**src/rtl/pipeline_hazard_ctrl.sv**
```systemverilog
// Pipeline stall/flush controller: turns per-stage stall requests into a thermometer stall
// vector with bubble insertion, applies or defers flushes, and keeps stall statistics.
module pipeline_hazard_ctrl #(
  parameter int unsigned NUM_STAGES = 6,
  parameter int unsigned TIMEOUT    = 1024,
  parameter int unsigned CNT_W      = 32
) (
  input  logic                  clk,
  input  logic                  rst,
  input  logic [NUM_STAGES-1:0] stall_req,
  input  logic [NUM_STAGES-1:0] flush_req,
  input  logic                  clr_stat,
  output logic [NUM_STAGES-1:0] stall,
  output logic [NUM_STAGES-1:0] bubble,
  output logic [NUM_STAGES-1:0] flush,
  output logic                  flush_pend,
  output logic                  stall_timeout,
  output logic [CNT_W-1:0]      stall_cycles
);

  localparam int unsigned IDX_W = (NUM_STAGES > 1) ? $clog2(NUM_STAGES) : 1;
  localparam int unsigned WD_W  = $clog2(TIMEOUT + 1);

  logic                  r_pend_vld;
  logic [IDX_W-1:0]      r_pend_idx;
  logic [WD_W-1:0]       r_wd_cnt;
  logic                  r_stall_timeout;
  logic [CNT_W-1:0]      r_stall_cycles;

  logic [IDX_W-1:0]      w_fk;
  logic                  w_f_any;
  logic                  w_f_vld;
  logic [IDX_W-1:0]      w_f_idx;
  logic                  w_blocked;
  logic                  w_apply;
  logic [NUM_STAGES-1:0] w_req_eff;
  logic [IDX_W-1:0]      w_h;
  logic                  w_r_any;

  always_comb begin
    w_fk    = '0;
    w_f_any = 1'b0;
    // Bit 0 (PC) never redirects, so it is excluded from the flush scan.
    for (int unsigned k = 0; k < NUM_STAGES; k++) begin
      if (flush_req[k] && (k != 0)) begin
        w_fk    = IDX_W'(k);
        w_f_any = 1'b1;
      end
    end
    w_f_vld = w_f_any | r_pend_vld;
    w_f_idx = w_fk;
    if (r_pend_vld && (r_pend_idx > w_fk)) w_f_idx = r_pend_idx;

    w_blocked = 1'b0;
    for (int unsigned k = 0; k < NUM_STAGES; k++) begin
      if (stall_req[k] && (k >= 32'(w_f_idx))) w_blocked = 1'b1;
    end
    w_apply = w_f_vld & ~w_blocked;

    w_req_eff = stall_req;
    if (w_apply) begin
      for (int unsigned k = 0; k < NUM_STAGES; k++) begin
        if (k < 32'(w_f_idx)) w_req_eff[k] = 1'b0;
      end
    end

    w_h     = '0;
    w_r_any = 1'b0;
    for (int unsigned k = 0; k < NUM_STAGES; k++) begin
      if (w_req_eff[k]) begin
        w_h     = IDX_W'(k);
        w_r_any = 1'b1;
      end
    end

    stall  = '0;
    bubble = '0;
    flush  = '0;
    if (rst) begin
      for (int unsigned j = 0; j < NUM_STAGES; j++) begin
        if (w_r_any && (j <= 32'(w_h)))     stall[j]  = 1'b1;
        if (w_r_any && (j == 32'(w_h) + 1)) bubble[j] = 1'b1;
        if (w_apply && (j >= 1) && (j < 32'(w_f_idx))) flush[j] = 1'b1;
      end
    end
  end

  always_ff @(posedge clk) begin
    if (!rst) begin
      r_pend_vld      <= 1'b0;
      r_pend_idx      <= '0;
      r_wd_cnt        <= '0;
      r_stall_timeout <= 1'b0;
      r_stall_cycles  <= '0;
    end else begin
      // Blocked flushes merge into the pending slot; the older index always wins.
      if (w_f_vld) begin
        if (w_apply) begin
          r_pend_vld <= 1'b0;
          r_pend_idx <= '0;
        end else begin
          r_pend_vld <= 1'b1;
          r_pend_idx <= w_f_idx;
        end
      end

      if (stall[0]) begin
        if (r_wd_cnt < WD_W'(TIMEOUT)) r_wd_cnt <= r_wd_cnt + WD_W'(1);
      end else begin
        r_wd_cnt <= '0;
      end

      if (clr_stat) begin
        r_stall_cycles  <= '0;
        r_stall_timeout <= 1'b0;
      end else begin
        if (stall[0] && (r_stall_cycles != '1)) r_stall_cycles <= r_stall_cycles + CNT_W'(1);
        if (stall[0] && (r_wd_cnt >= WD_W'(TIMEOUT - 1))) r_stall_timeout <= 1'b1;
      end
    end
  end

  assign flush_pend    = r_pend_vld;
  assign stall_timeout = r_stall_timeout;
  assign stall_cycles  = r_stall_cycles;

endmodule

```
**config.mk**
```make
export PLATFORM = sky130hd
export DESIGN_NAME = pipeline_hazard_ctrl
export DESIGN_NICKNAME = d
export VERILOG_FILES = /design/src/rtl/pipeline_hazard_ctrl.sv
export SDC_FILE = /design/constraint.sdc
export NUM_CORES = 1
export LEC_CHECK = 0
export BUFFER_PORTS_ARGS = -buffer_cell sky130_fd_sc_hd__buf_2
export CORE_UTILIZATION = 45
export CTS_CLUSTER_SIZE = 14
export DETAILED_ROUTE_END_ITERATION = 16
export PLACE_DENSITY = 0.7
export SETUP_SLACK_MARGIN = 0.5
export SLEW_MARGIN = 20
export SYNTH_ARGS = -nofsm -noshare
export SYNTH_HDL_FRONTEND = slang
export SYNTH_SLANG_ARGS = --single-unit
```
**constraint.sdc**
```tcl
create_clock -name clk -period 3.8 [get_ports clk]
set_input_delay 0.57 -clock clk [delete_from_list [all_inputs] [get_ports clk]]
set_output_delay 0.57 -clock clk [all_outputs]
set_load 0.1 [all_outputs]
```
# == Word-level counts from Yosys, hierarchy flattened ==
# Cells that the tools add are included.
# Widths: inputs -> output; s select.
# op_classes
n_addsub,3
n_mul,0
div,0
n_lt_le_gt_ge,20
n_eq_ne,6
shifts,0
n_mux,57
bitwise_logic,4
reduce_logical,28
# ops
cell,n
$eq 2x32->1 const A,2
$mux 1,43
$add 32x1->32 const B,1
$eq 1x32->1 const A,1
$eq 3x32->1 const A,1
$logic_not 32->1,1
$ne 32x32->1 const B,1
$logic_and 1x1->1,25
$mux 3,8
$mux 6,3
$add 11x1->11 const B,1
$ge 11x10->1 const B,1
$lt 11x11->1 const B,1
$ge 1x3->1 const A,2
$ge 2x3->1 const A,2
$ge 3x3->1 const A,2
$le 2x3->1 const A,2
$le 3x3->1 const A,2
$lt 1x3->1 const A,2
$lt 2x3->1 const A,2
$lt 3x3->1 const A,2
$mux 5,1
$add 3x1->4 const B,1
$eq 3x4->1 const A,1
other kinds (8),10
# totals
register_bits,48
latch_bits,0
ramBits,0
rom_bits,0
inputBits,15
elab_cells,123
mem_count,0

# == Longest topological paths before layout ==
# Gate-level depths: netlist of the first run.
# logic_depth
word_depth,29
depth_mapped,16

# == Worst setup path after synthesis of the first run ==
# No wires, ideal clock.
# synth_path
path_type,input to output
startpoint,input port flush_req[4]
endpoint,output port bubble[1]
t_arrival_ns,5.768
required_time_ns,3.230
setup_slack_ns,-2.538
cell_stages,12
path_cell_list,nor2_1 -> o21ai_0 -> ha_1 -> nor2b_4 -> o31ai_4 -> or2_1 -> buf_6 -> o311a_1 -> o211ai_2 -> and2_1 -> nand2_1 -> nor4b_1
# synth_via
elab_chain_cells,26
word_cells_on_any_way,57
cone_classes,add/sub: 1; order compare: 13; eq/ne: 1; mux: 31; bitwise: 3; reduce/logical: 8
# synth_lines
element,line_no,rtl
start: declaration,11,"input logic [NUM_STAGES-1:0] flush_req,"
$mux 3 (2 in a row),45,if (flush_req[k] && (k != 0)) begin
$gt 3x3->1,52,if (r_pend_vld && (r_pend_idx > w_fk)) w_f_idx = r_pend_idx;
$logic_and 1x1->1,52,
$mux 3,52,
$ge 1x3->1,56,if (stall_req[k] && (k >= 32'(w_f_idx))) w_blocked = 1'b1;
$logic_and 1x1->1,56,
$mux 1 (6 in a row),56,
$not 1->1,58,w_apply = w_f_vld & ~w_blocked;
$and 1x1->1,58,
$mux 6 *,61,if (w_apply) begin
$mux 1,70,if (w_req_eff[k]) begin
$mux 3 (4 in a row),70,
$add 3x1->4,82,if (w_r_any && (j == 32'(w_h) + 1)) bubble[j] = 1'b1;
$eq 1x32->1,82,
$logic_and 1x1->1 *,82,
$mux 1 *,82,
$mux 6 *,79,if (rst) begin
end: declaration,14,"output logic [NUM_STAGES-1:0] bubble,"
# Mark *: on every way between the ends. The rest lies on a longest branch, timed or not.

# == Worst setup path in the final report of the first run ==
# layout_path
startpoint,input port flush_req[4]
endpoint,output port bubble[5]
# layout_via
elab_chain_cells,26
word_cells_on_any_way,57
cone_classes,add/sub: 1; order compare: 13; eq/ne: 1; mux: 31; bitwise: 3; reduce/logical: 8
# layout_lines
element,line_no
$mux 3 (2 in a row),45
$gt 3x3->1,52
$logic_and 1x1->1,52
$mux 3,52
$ge 1x3->1,56
$logic_and 1x1->1,56
$mux 1 (6 in a row),56
$not 1->1,58
$and 1x1->1,58
$mux 6 *,61
$mux 1,70
$mux 3 (4 in a row),70
$add 3x1->4,82
$eq 3x4->1,82
$logic_and 1x1->1 *,82
$mux 1 *,82
$mux 6 *,79
# Marks and branches as above.

==> results of run 1 <==
layer usage:
| layer | GRT usage | up-vias | share of wire |
|---|---|---|---|
| li1 | - | 1488 | - |
| met1 | 0.311 | 1388 | 0.48 |
| met2 | 0.371 | 67 | 0.47 |
| met3 | 0.0367 | 11 | 0.041 |
| met4 | 0.0702 | 0 | 0.012 |
| met5 | 0 | - | 0 |
kinds of logic (layout without fill, tap and decap cells):
| kind of cell | after synthesis | after routing | synth area share |
|---|---|---|---|
| compound gates | 76 | 76 | 0.168 |
| mux | 11 | 11 | 0.0385 |
| buf+inv | 30 | 111 | 0.0494 |
| other cells | 1 | 2 | 0.00131 |
| simple gates | 186 | 186 | 0.351 |
| xor+xnor | 10 | 10 | 0.0306 |
| flops | 48 | 48 | 0.336 |
| fa+ha+maj | 6 | 6 | 0.0254 |
stage by stage:
stage               TNS (ns)  cells  setup slack (ns)  cell area, µm²  hold WS [ns]
global placement           0    509           0.00133            3770         0.451
CTS                        0    521             0.125            3970         0.480
global route               0    525             0.100            4090         0.515
finish                     0    525             0.180            4090         0.474
detailed placement   -0.0862    509           -0.0279            3770         0.459
floorplan              -3.18    369            -0.427            3070         0.479
timing repair:
action | in CTS | in global routing
gates resized for setup | 15 | 15
pin swaps | 11 | 10
endpoints found under the hold margin | 0 | 0
hold buffers | 0 | 0
endpoints found under the setup margin | 18 | 17
buffers inserted | 5 | 4
cell type report:
class                      instances  share of cell area
multi-input combinational        291               0.508
sequential                        48               0.235
timing repair buffer              90               0.196
tap                               75              0.0229
clock buffer                       6              0.0202
inverter                          14              0.0156
clock inverter                     1             0.00214
state kept, by name, summed over array words and instances (netlist names):
| name | flops |
|---|---|
| flush_pend | 1 |
| stall_cycles | 32 |
| stall_timeout | 1 |
| r_wd_cnt | 11 |
| r_pend_idx | 3 |
critical path: stages:
cell      delay [ns]
buf_12          0.10
inv_8           0.03
a21oi_4         0.13
o21a_1          0.17
inv_2           0.05
ha_4            0.22
nand3_4         0.07
o31ai_4         0.07
or2_4           0.28
o311a_1         0.38
o211ai_4        0.11
and2_4          0.22
nand2_8         0.08
buf_4           0.17
nor3b_4         0.20
buf_12          0.20
power by group through the flow:
stage / Sequential, mW / Combinational, mW / Clock [mW]
2_1_floorplan: 0.546 / 0.245 / 0
3_3_place_gp: 0.533 / 0.363 / 0
3_5_place_dp: 0.534 / 0.368 / 0
4_1_cts: 0.522 / 0.385 / 0.326
5_1_grt: 0.525 / 0.436 / 0.349
6_report: 0.523 / 0.415 / 0.318
placed cells by master, fill, tap and decap left out, types with 2 or more instances in the layout:
cell type	synthesis	routed
nand2_8	0	2
xor2_1	6	6
clkbuf_8	0	6
nand2_1	40	38
buf_12	0	18
nand3_1	17	14
or4_1	8	8
xnor2_1	4	4
nand2b_1	10	9
and3_1	7	7
a21oi_1	29	25
and4_1	3	3
buf_2	5	44
nor4b_1	3	2
and2_1	7	6
nor4_1	7	5
nor2_1	40	33
buf_6	2	3
ha_4	0	2
nor3_2	2	3
nor2b_1	2	2
ha_1	5	3
nor4_4	0	2
inv_1	14	11
o21a_1	2	2
buf_4	2	25
nand4_1	13	13
o31ai_1	9	9
a21oi_4	0	3
nor2_4	0	7
nor3_1	4	2
dfxtp_1	48	48
conb_1	1	2
nand3_4	0	2
or3_1	15	15
o21ai_0	23	22
mux2i_1	11	11
worst paths after layout:
kind	from	depth (start not counted)	slack, ns	to
max	flush_req[4]	16	0.18	bubble[5]
max reg2reg	r_pend_idx[0]	13	0.73	stall_cycles[7]
min	stall_timeout	1	0.47	stall_timeout
min reg2reg	stall_timeout	1	0.47	stall_timeout
==> run metrics, run 1 <==
most frequent cell after synthesis=dfxtp_1; Final Critical Period=between 3 and 4 ns; Cells after Synth=~370; Fmax=276 MHz; Post-synth EDFFs=0; HP Class=reg -> reg; Comb power frac=0.330; RSZ-0062 raised after global routing=yes; Tightest Pin Transition=about 0.87 ns; Syn. warnings=0; post-synth top area share=0.336; core area=~0.0060 mm²; root buffer cell=clkbuf_8; fin util=0.679; commonest register cell after synthesis=dfxtp_1; FP Rows=28; largest area contributor in the netlist=dfxtp_1; Via density=about 5.6; Pleak=1.51 nW; fraction of registers with async set/reset=0; CTS buffer count=5; part of the power in the clock network=0.253; Clk Latency, worst-skew pair=0.30 ns; die width=roughly 80 µm; Longest Clk Path Bufs=2; Detailed Place HPWL=5.19 mm; largest net degree at the start of global routing=34; die height=81.7 µm; final setup violating endpoints=0; internal power=approximately 0.81 mW; DR pass1 iterations=5; Switching Power=0.449 mW; Final Slew Violations=0; Sequential Area=961 µm²; GPL Wtd Cong=0.887; GRT Total Usage=0.229; Vias=2,954; Synth cell types=52; Die Area=between 0.006 and 0.007 mm²; CP endpoint kind=output pin; Layout area overhead=43.1%; PortBufs=63; gr ovfl total=0; Clock Sinks=48; sequential area share after synthesis=0.336; Worst-path clk slew=0.09 ns; Filler Cell Count=around 500; status=finished clean; post-synthesis instance area=roughly 0.0029 mm²; fin crit share=0.953; Hold Violations, Final=0; IO Count=67; normalized max-slew margin=0.418; initial DRC count=152; WP data arrival=3.05 ns; Commonest cells post-synth=dfxtp_1, nand2_1, nor2_1, a21oi_1, o21ai_0; number of remaining DRC errors=0; final WL=roughly 7.3 mm; nets@finish=470; post-route ant nets=0; initial core utilization=0.474; required time worst endpoint=between 3 and 4 ns; antenna cells=0; critical path fanouts, max=6; WL/cell=13.9 µm; Seq pwr share=0.416; H-tree levels=2; initial antenna violation count=0; Post-Syn Area per Cell=between 7 and 8 µm²; Crit Path Category=in -> out; clock skew=about 0.0078 ns; flops & latches, synth=between 40 and 50; Tot Pwr=1.26 mW; vias in the first global route=2,718; CTS tree=done; fraction of layout cells with a size suffix above 1=0.313; switching share of power=0.357; Startpoint Class=input port; largest cells by area after synthesis=dfxtp_1, nand2_1, nor2_1; area of the multi-input gates=0.00208 mm²; peak supply drop=roughly 0.18 mV; PwrDens=roughly 310 mW/mm²; max cap viols=0; first-pass GRT wire length=between 10 and 15 mm
Power figures use the tool's default switching activity.
==> inputs of run 2 (changes only) <==
--- a/config.mk
+++ b/config.mk
@@ -9,7 +9,7 @@
 export CORE_UTILIZATION = 45
 export CTS_CLUSTER_SIZE = 14
 export DETAILED_ROUTE_END_ITERATION = 16
-export PLACE_DENSITY = 0.7
+export PLACE_DENSITY = 0.72
 export SETUP_SLACK_MARGIN = 0.5
 export SLEW_MARGIN = 20
 export SYNTH_ARGS = -nofsm -noshare
==> constraint.sdc (replaced) <==
create_clock -name clk -period 3 [get_ports clk]
set_input_delay 0.45 -clock clk [delete_from_list [all_inputs] [get_ports clk]]
set_output_delay 0.45 -clock clk [all_outputs]
set_load 0.1 [all_outputs]
==> run 2 against run 1 <==
Against the previous run:
- the run now ends with negative setup slack left
- critical path type is now in -> reg
- global-route usage increased by 11 points
- critical path depth increased by 5
- sequential power increased by 26%
==> run metrics, run 2 (synthesis results as in run 1) <==
pre-CTS setup slack=-0.588 ns (was -0.0279 ns); minimum setup slack among reg-to-reg paths=-0.43 ns (was 0.73 ns); Post-CTS Hold Fix Bufs=0 (unchanged); required time worst endpoint=3.22 ns (was 3.23 ns); placed cell count=521 (was 509); PwrDens=402 mW/mm² (was 307 mW/mm²); die height=81.7 µm (unchanged); max reg flops=32 (unchanged); CTS buffer count=5 (unchanged); vias in the first global route=3,356 (was 2,718); DR pass1 iterations=5 (unchanged); Via density=6.27 (was 5.63); first-pass GRT wire length=16.8 mm (was 12.2 mm); normalized max-slew margin=0.208 (was 0.418); FP Rows=28 (unchanged); initial core utilization=0.474 (unchanged); Sequential Area=972 µm² (was 961 µm²); Pleak=1.89 nW (was 1.51 nW); max cap viols=0 (unchanged); WP data arrival=3.79 ns (was 3.05 ns); fraction of layout cells with a size suffix above 1=0.493 (was 0.313); commonest cells after routing, fill and taps aside=buf_2, dfxtp_1, nand2_1 (was dfxtp_1, buf_2, nand2_1); Clk Latency, worst-skew pair=0.32 ns (was 0.30 ns); Fmax=281 MHz; CTS tree=done (unchanged); Final Slew Violations=0 (unchanged); post-route ant nets=0 (unchanged); Crit Path Category=in -> reg (was in -> out); final setup violating endpoints=50 (was 0); start point of the critical path=flush_req[4] (unchanged); Detailed Place HPWL=5.68 mm (was 5.19 mm); fin cells=566 (was 525); die width=81.7 µm (unchanged); Layout area overhead=75.6% (was 43.1%); RSZ-0062 raised after global routing=yes (unchanged); number of remaining DRC errors=0 (unchanged); nets@finish=510 (was 470); final WL=11.6 mm (was 7.32 mm); initial DRC count=265 (was 152); fin crit share=1.19; Final Critical Period=3.57 ns; Tightest Pin Transition=1.19 ns (was 0.872 ns); CP endpoint kind=flip-flop (was output pin); Clock Sinks=48 (unchanged); H-tree levels=2 (unchanged); Vias=3,550 (was 2,954); failing checks=negative setup slack; CP Cell Sequence=buf_12 -> nor2_4 -> o21ai_2 -> ha_1 -> nor2b_4 -> o31ai_4 -> or2_4 -> a311oi_4 -> o211ai_4 -> buf_12 -> nand2_8 -> buf_6 -> buf_6 -> buf_6 -> buf_6 -> buf_6 -> buf_12 -> buf_8 -> buf_4 -> or3_1 -> a21oi_1 (was buf_12 -> inv_8 -> a21oi_4 -> o21a_1 -> inv_2 -> ha_4 -> nand3_4 -> o31ai_4 -> or2_4 -> o311a_1 -> o211ai_4 -> and2_4 -> nand2_8 -> buf_4 -> nor3b_4 -> buf_12); RR Startpoint=r_pend_idx[1] (was r_pend_idx[0]); max incr delay on CP=0.34 ns (was 0.38 ns); status=finished, violations left (was finished clean); Worst-path clk slew=0.09 ns (about the same); Longest Clk Path Bufs=2 (unchanged); Filler Cell Count=311 (was 514); Tot Pwr=2.02 mW (was 1.26 mW); Hold Violations, Final=0 (unchanged); gr ovfl total=0 (unchanged); Startpoint Class=input port (unchanged); peak supply drop=0.348 mV (was 0.184 mV); core area=0.00603 mm² (unchanged); largest net degree at the start of global routing=23 (was 34); Die Area=0.00668 mm² (unchanged); WL/cell=20.5 µm (was 13.9 µm); GRT Total Usage=0.338 (was 0.229); critical path fanouts, max=6 (unchanged); initial antenna violation count=0 (unchanged); min-delay src=stall_cycles[7] (was stall_timeout); worst hold slack=0.503 ns (was 0.474 ns); area of the multi-input gates=0.00249 mm² (was 0.00208 mm²); clock skew=0.0111 ns (was 0.00780 ns); cell mode on critical path=buf_6 (was buf_12); GPL Wtd Cong=0.927 (was 0.887); antenna cells=0 (unchanged); most common cell after layout, fill and taps aside=buf_2 (was dfxtp_1); IO Count=67 (unchanged); PortBufs=63 (unchanged); HP Class=reg -> reg (unchanged); Setup WS post-layout=-0.565 ns (was 0.180 ns); root buffer cell=clkbuf_8 (unchanged); slowest CP cell=ha_1 (was o311a_1)
## run 2: timing repair
action,CTS,global route
cloned,3,0
endpoints found under the setup margin,64,64
buffers inserted,27,7
pin swaps,35,44
gates resized for setup,81,67
## run 2: per-stage QoR
step / TNS (ns) / cell area [µm²] / utilization
after floorplan: -11.87 / 3110 / -
after global placement: -17.39 / 3890 / 0.646
after detailed placement: -23.08 / 3890 / 0.646
after CTS: -10.12 / 4700 / 0.780
after global routing: -23.19 / 5020 / 0.833
final: -19.82 / 5020 / 0.833
## run 2: power by group
group	switching, mW	internal, mW
clock network	0.253	0.336
registers	0.0129	0.647
logic	0.442	0.328
total	0.707	1.31
## run 2: area by class of cell
class,count,area share
clock inverters,3,0.0137
flip-flops and latches,48,0.194
repair buffers,129,0.252
well taps,75,0.0187
inverters,14,0.0127
multi-input cells,292,0.495
clock buffers,5,0.0137
## run 2: final timing paths
path | end | cells past startpoint
max | stall_cycles[27] | 21
min | stall_cycles[7] | 2
max reg2reg | stall_cycles[27] | 18
min reg2reg | stall_cycles[7] | 2
## run 2: layer usage
metal / part of all wire / global-route usage / up-vias
met2: 0.50 / 0.584 / 199
met1: 0.38 / 0.382 / 1707
met4: 0.062 / 0.223 / 0
met5: 0 / 0 / -
li1: - / - / 1579
met3: 0.055 / 0.0578 / 65
## run 2: critical path: cells and delay by family
kind	cells	cell delay, ns
buf+inv	10	1.17
simple gates	5	0.93
fa+ha+maj	1	0.34
compound gates	5	0.89
